$ cat src/rtl/accumulator_bank.sv
// Multi-channel signed accumulator bank with valid/ready request and result streams,
// optional saturation and per-channel sticky overflow flags.
module accumulator_bank #(
    parameter int WIDTH    = 64,
    parameter int CHANNELS = 4,
    parameter bit SATURATE = 1'b1,
    localparam int CH_W    = $clog2(CHANNELS)
) (
    input  logic                clock,
    input  logic                reset,
    input  logic                in_valid,
    output logic                in_ready,
    input  logic [CH_W-1:0]     in_ch,
    input  logic [1:0]          in_op,
    input  logic [WIDTH-1:0]    in_data,
    output logic                out_valid,
    input  logic                out_ready,
    output logic [CH_W-1:0]     out_ch,
    output logic [WIDTH-1:0]    out_data,
    output logic                out_ovf,
    output logic [CHANNELS-1:0] ovf_flags
);

    typedef enum logic [1:0] {
        OP_ADD   = 2'b00,
        OP_SUB   = 2'b01,
        OP_LOAD  = 2'b10,
        OP_CLEAR = 2'b11
    } op_e;

    localparam logic [WIDTH-1:0] MAX_VAL = {1'b0, {(WIDTH-1){1'b1}}};
    localparam logic [WIDTH-1:0] MIN_VAL = {1'b1, {(WIDTH-1){1'b0}}};

    logic [WIDTH-1:0] acc [CHANNELS];

    op_e              op;
    logic             accept;
    logic             ch_ok;
    logic [WIDTH-1:0] cur;
    logic [WIDTH:0]   ext_sum;
    logic             arith_ovf;
    logic [WIDTH-1:0] arith_val;
    logic [WIDTH-1:0] new_val;
    logic             new_ovf;

    assign in_ready = !out_valid || out_ready;
    assign accept   = in_valid && in_ready;
    assign op       = op_e'(in_op);

    // Datapath: one read-modify-write per cycle, so back-to-back requests need no bypass.
    always_comb begin
        // NOTE: every signal gets a default first so no path can infer a latch.
        ch_ok     = (32'(in_ch) < CHANNELS);
        cur       = '0;
        ext_sum   = '0;
        arith_ovf = 1'b0;
        arith_val = '0;
        new_val   = '0;
        new_ovf   = 1'b0;

        if (ch_ok) begin
            cur = acc[in_ch];
        end

        if (op == OP_SUB) begin
            ext_sum = {cur[WIDTH-1], cur} - {in_data[WIDTH-1], in_data};
        end else begin
            ext_sum = {cur[WIDTH-1], cur} + {in_data[WIDTH-1], in_data};
        end

        arith_ovf = ext_sum[WIDTH] ^ ext_sum[WIDTH-1];
        if (arith_ovf && SATURATE) begin
            arith_val = ext_sum[WIDTH] ? MIN_VAL : MAX_VAL;
        end else begin
            arith_val = ext_sum[WIDTH-1:0];
        end

        if (ch_ok) begin
            unique case (op)
                OP_ADD, OP_SUB: begin
                    new_val = arith_val;
                    new_ovf = arith_ovf;
                end
                OP_LOAD:  new_val = in_data;
                OP_CLEAR: new_val = '0;
                default:  new_val = '0;
            endcase
        end
    end

    always_ff @(posedge clock) begin
        if (!reset) begin
            // NOTE: the accumulator array is reset explicitly because the bank must read 0 after reset.
            for (int i = 0; i < CHANNELS; i++) begin
                acc[i] <= '0;
            end
            ovf_flags <= '0;
            out_valid <= 1'b0;
            out_ch    <= '0;
            out_data  <= '0;
            out_ovf   <= 1'b0;
        end else begin
            // NOTE: non-blocking assignments so every register samples pre-edge values.
            if (accept) begin
                if (ch_ok) begin
                    acc[in_ch] <= new_val;
                    if (op == OP_CLEAR) begin
                        ovf_flags[in_ch] <= 1'b0;
                    end else if (new_ovf) begin
                        ovf_flags[in_ch] <= 1'b1;
                    end
                end
                out_valid <= 1'b1;
                out_ch    <= in_ch;
                out_data  <= new_val;
                out_ovf   <= new_ovf;
            end else if (out_ready) begin
                out_valid <= 1'b0;
            end
        end
    end

endmodule

$ cat config.mk
export PLATFORM = sky130hd
export DESIGN_NAME = accumulator_bank
export DESIGN_NICKNAME = d
export VERILOG_FILES = /design/src/rtl/accumulator_bank.sv
export SDC_FILE = /design/constraint.sdc
export NUM_CORES = 1
export LEC_CHECK = 0
export CAP_MARGIN = 25
export CORE_MARGIN = 2
export CORE_UTILIZATION = 50
export CTS_CLUSTER_SIZE = 12
export DETAILED_ROUTE_END_ITERATION = 10
export PLACE_DENSITY = 0.76
export SYNTH_ARGS = -nofsm -noshare
export SYNTH_HDL_FRONTEND = slang
export SYNTH_SLANG_ARGS = --single-unit
$ cat constraint.sdc
create_clock -name clock -period 11 [get_ports clock]
set_clock_uncertainty 0.15 [all_clocks]
set_input_delay 1.65 -clock clock [delete_from_list [all_inputs] [get_ports clock]]
set_output_delay 1.65 -clock clock [all_outputs]
set_load 0.1 [all_outputs]
==> flow_summary.yaml <==
clock_network:
  ctsHoldBuffers: 0
  root_buffer: "clkbuf_16"
  cts-htree-levels: 2
  path_clk_slew_ps: 60
  tritoncts_clock_tree: "done"
  insertion_delay_ps: 560
  cts_resized: 0
  post_cts_buffers: 0
  tritoncts.num_buffers: 36
  clkSinkCount: 328
  clock_tree.buffer_depth: 3
timing:
  setup_viol: 0
  timing_max_transition_violations_final: 0
  highest_clock_rate_ghz: 0.119
  timing.final.crit_share: 0.766
  worstMarginPinSlew_ps: 1060
  grt_setup_unrepaired: "false"
  worst_slew_margin_rel: 0.293
  final.setup.tns_ps: 0
  hold_viol: 0
  finalWorstSetupSlack_ps: 2580
  period_needed_ps: 8420
synthesis:
  synth_top_family_by_area: "compound AO/OA/AOI/OAI gates"
  synth_edf_count: 256
  synthSimpleGateAreaFrac: 0.133
  yosys.area_share.adder: 0.0427
  post_synth_instance_area_sq_um: 19500
  synth-compound-area-share: 0.203
  yosysSeqAreaShare: 0.468
  synthCells: 1886
  synth-async-reset-ratio: 0
  synth_flop_cell: "edfxtp_1"
  synth_cell_types: 73
  synth.avg_cell_area_sq_um: 10.3
  yosys_register_bits: 328
  synthXorXnorAreaFrac: 0.0467
  synth_nets: 2024
  synth-warning-count: 0
  synthMuxAreaShare: 0.0761
placement:
  finalWeightedCongestion: 0.943
  placement.io_buffers: 144
  pre_cts_slack_ps: 2170
  hpwlAfterDp_microns: 39600
floorplanning:
  dieWidth_microns: 201
  die_y_microns: 201
  start_util: 0.506
  top_level_ports: 145
  core.rowCount: 72
  core_area_sq_um: 38600
  die_area_sq_um: 40600
worst_setup_path:
  critical_path_class: "in2reg"
  worst_path_largest_cell_delay_ps: 740
  critPathCaptureType: "flip-flop"
  crit_arrival_ps: 8630
  path_cells: "clkdlybuf4s50_1 -> nor4_1 -> and2_1 -> and2_1 -> nand2_1 -> nor4_1 -> nand4_1 -> nor4_1 -> nor2_1 -> xnor2_1 -> ha_1 -> nand4_1 -> nor4_1 -> nor3b_1 -> a221o_1 -> or3_1 -> o221ai_1 -> a21oi_4 -> buf_4 -> nand3_1 -> a21oi_1"
  worst_path_most_repeated_cell: "nor4_1"
  critical_path_buf_inv_count: 2
  critPathTopFamily: "simple AND/OR/NAND/NOR gates"
  critical_path.reg2reg.startpoint: "acc[3][0]"
  startpoint_type: "input pin"
  cp.required_ps: 11210
  worstPathMaxFanout: 38
  critPathLaunch: "in_data[4]"
  critPathSlowestCell: "nor4_1"
global_route:
  grt_util_all_layers: 0.292
  grt_max_degree: 82
  grt_pass1_wl_microns: 93000
  grt_pass1_vias: 16300
  initial_antenna_violation_count: 0
  aggregate_global_routing_overflow: 0
cells_and_area:
  fillers: 3258
  area_growth_pct: 15.2
  finish.net_count: 2102
  multiInputGateArea_sq_um: 9850
  count_of_inserted_antenna_diode_cells: 0
  layout-drive-gt1-share: 0.109
  register_area_sq_um: 9130
detailed_routing:
  post_drt_wl_per_cell_microns: 23.4
  detailedRoute.firstIterationViolations: 1483
  detail_route.first_pass.iterations: 5
  route.detailed.drc: 0
  routed_wl_microns: 58800
  dr_total_vias: 16100
  count_of_antenna_violating_nets_left_after_detailed_routing: 0
  route.detailed.vias_per_inst: 6.43
min_path:
  min-delay-path-class: "reg2reg"
  min-delay-start: "out_ch[0]"
run:
  maxCapViolations: 0
power:
  p_leak_uw: 0.00807
  power.density_cell_area_nw_per_um2: 178
  peakVddDrop_v: 0.000129
outcome:
  outcome: "finished clean"
power by group:
| part | total (uW) | switching [uW] | internal (uW) |
|---|---|---|---|
| Clock | 1160 | 490 | 669 |
| Combinational | 1360 | 939 | 419 |
| Sequential | 1480 | 35.1 | 1450 |
layout by cell type, fill, tap and decap left out, types with 10 or more instances in the layout:
cell / n
a211oi_1: 19
a21o_1: 19
a21oi_1: 247
a221oi_2: 43
a31oi_1: 29
and2_1: 10
buf_4: 22
clkbuf_1: 18
clkbuf_16: 38
clkdlybuf4s50_1: 141
dfxtp_1: 72
edfxtp_1: 256
ha_1: 65
inv_1: 27
mux4_2: 64
nand2_1: 101
nand3_1: 23
nand4_1: 32
nor2_1: 256
nor3_1: 39
nor4_1: 15
o211ai_1: 10
o21a_1: 15
o21ai_0: 138
o31ai_1: 11
or4_1: 11
xnor2_1: 56
xor2_1: 48
tightest hold or removal path, cell delays in order, from the launching register on:
cell and delay [ps]:
dfxtp_1 310, nand2_1 50, a21boi_0 60
cell usage after synthesis, types with 5 or more instances:
library cell  count  area [sq um]
a211oi_1         19           143
a21boi_0          5          37.5
a21o_1           19           143
a21oi_1         247          1240
a221oi_2         43           646
a31oi_1          29           181
and2_1           10          62.6
and3_1            8          50.1
and4_1            5          43.8
buf_1            14          52.6
buf_2            11          55.1
clkbuf_1        101           379
dfxtp_1          72          1440
edfxtp_1        256          7690
ha_1             65           813
inv_1            27           101
mux4_2           64          1440
nand2_1         103           387
nand2b_1          9          56.3
nand3_1          23           115
nand3b_1          7          52.6
nand4_1          32           200
nor2_1          258           968
nor2b_1           8          50.1
nor3_1           39           195
nor4_1           15          93.8
o211ai_1         10          75.1
o21a_1           15           113
o21ai_0         140           701
o21ai_1           5          25.0
o21bai_1          8          60.1
o31a_1            5          43.8
o31ai_1          11          82.6
o41ai_1           5          43.8
or2_2            10          62.6
or3_1             9          56.3
or4_1            11          82.6
xnor2_1          56           490
xor2_1           48           420
logic make-up after synthesis:
logic type / Yosys count
muxes: 68
buffers and inverters: 153
DFF: 328
and+or+nand+nor: 561
adders and majority gates: 66
xor gates and xnor gates: 104
AOI/OAI and AO/OA: 606
layout make-up:
type | instances | share of cell area
Multi-Input combinational cell | 1405 | 0.438
Sequential cell | 328 | 0.406
Timing Repair Buffer | 166 | 0.0719
Clock buffer | 60 | 0.0478
Tap cell | 518 | 0.0289
Inverter | 27 | 0.00451
Clock inverter | 6 | 0.00223
routing by layer:
metal	routed length, microns	global-route usage
met1	24800	0.404
met2	27400	0.471
met3	4880	0.0403
met4	1710	0.106
met5	0	0
worst paths after layout:
kind | endpoint | slack, ps | cells after the start
setup / recovery | acc[0][41] | 2580 | 21
hold / removal | out_ch[0] | 320 | 2
setup reg to reg | acc[0][41] | 6140 | 15
hold reg to reg | out_ch[0] | 320 | 2
sequential cells by signal, summed over array words and instances, names as in the netlist, named ones only:
name and cells:
acc 256, out_data 64, out_ch 2, out_ovf 1
out_valid 1
metrics by stage:
step	instances	power, uW	util	cell area (sq um)	hold slack, ps
2_1_floorplan	1886	2480	-	19500	737
3_3_place_gp	2443	2820	0.553	21300	312
3_5_place_dp	2443	2840	0.553	21300	313
4_1_cts	2509	3990	0.582	22400	321
5_1_grt	2510	4170	0.583	22500	359
6_report	2510	4000	0.583	22500	318
Note: power is estimated with default switching activity, not from simulation.
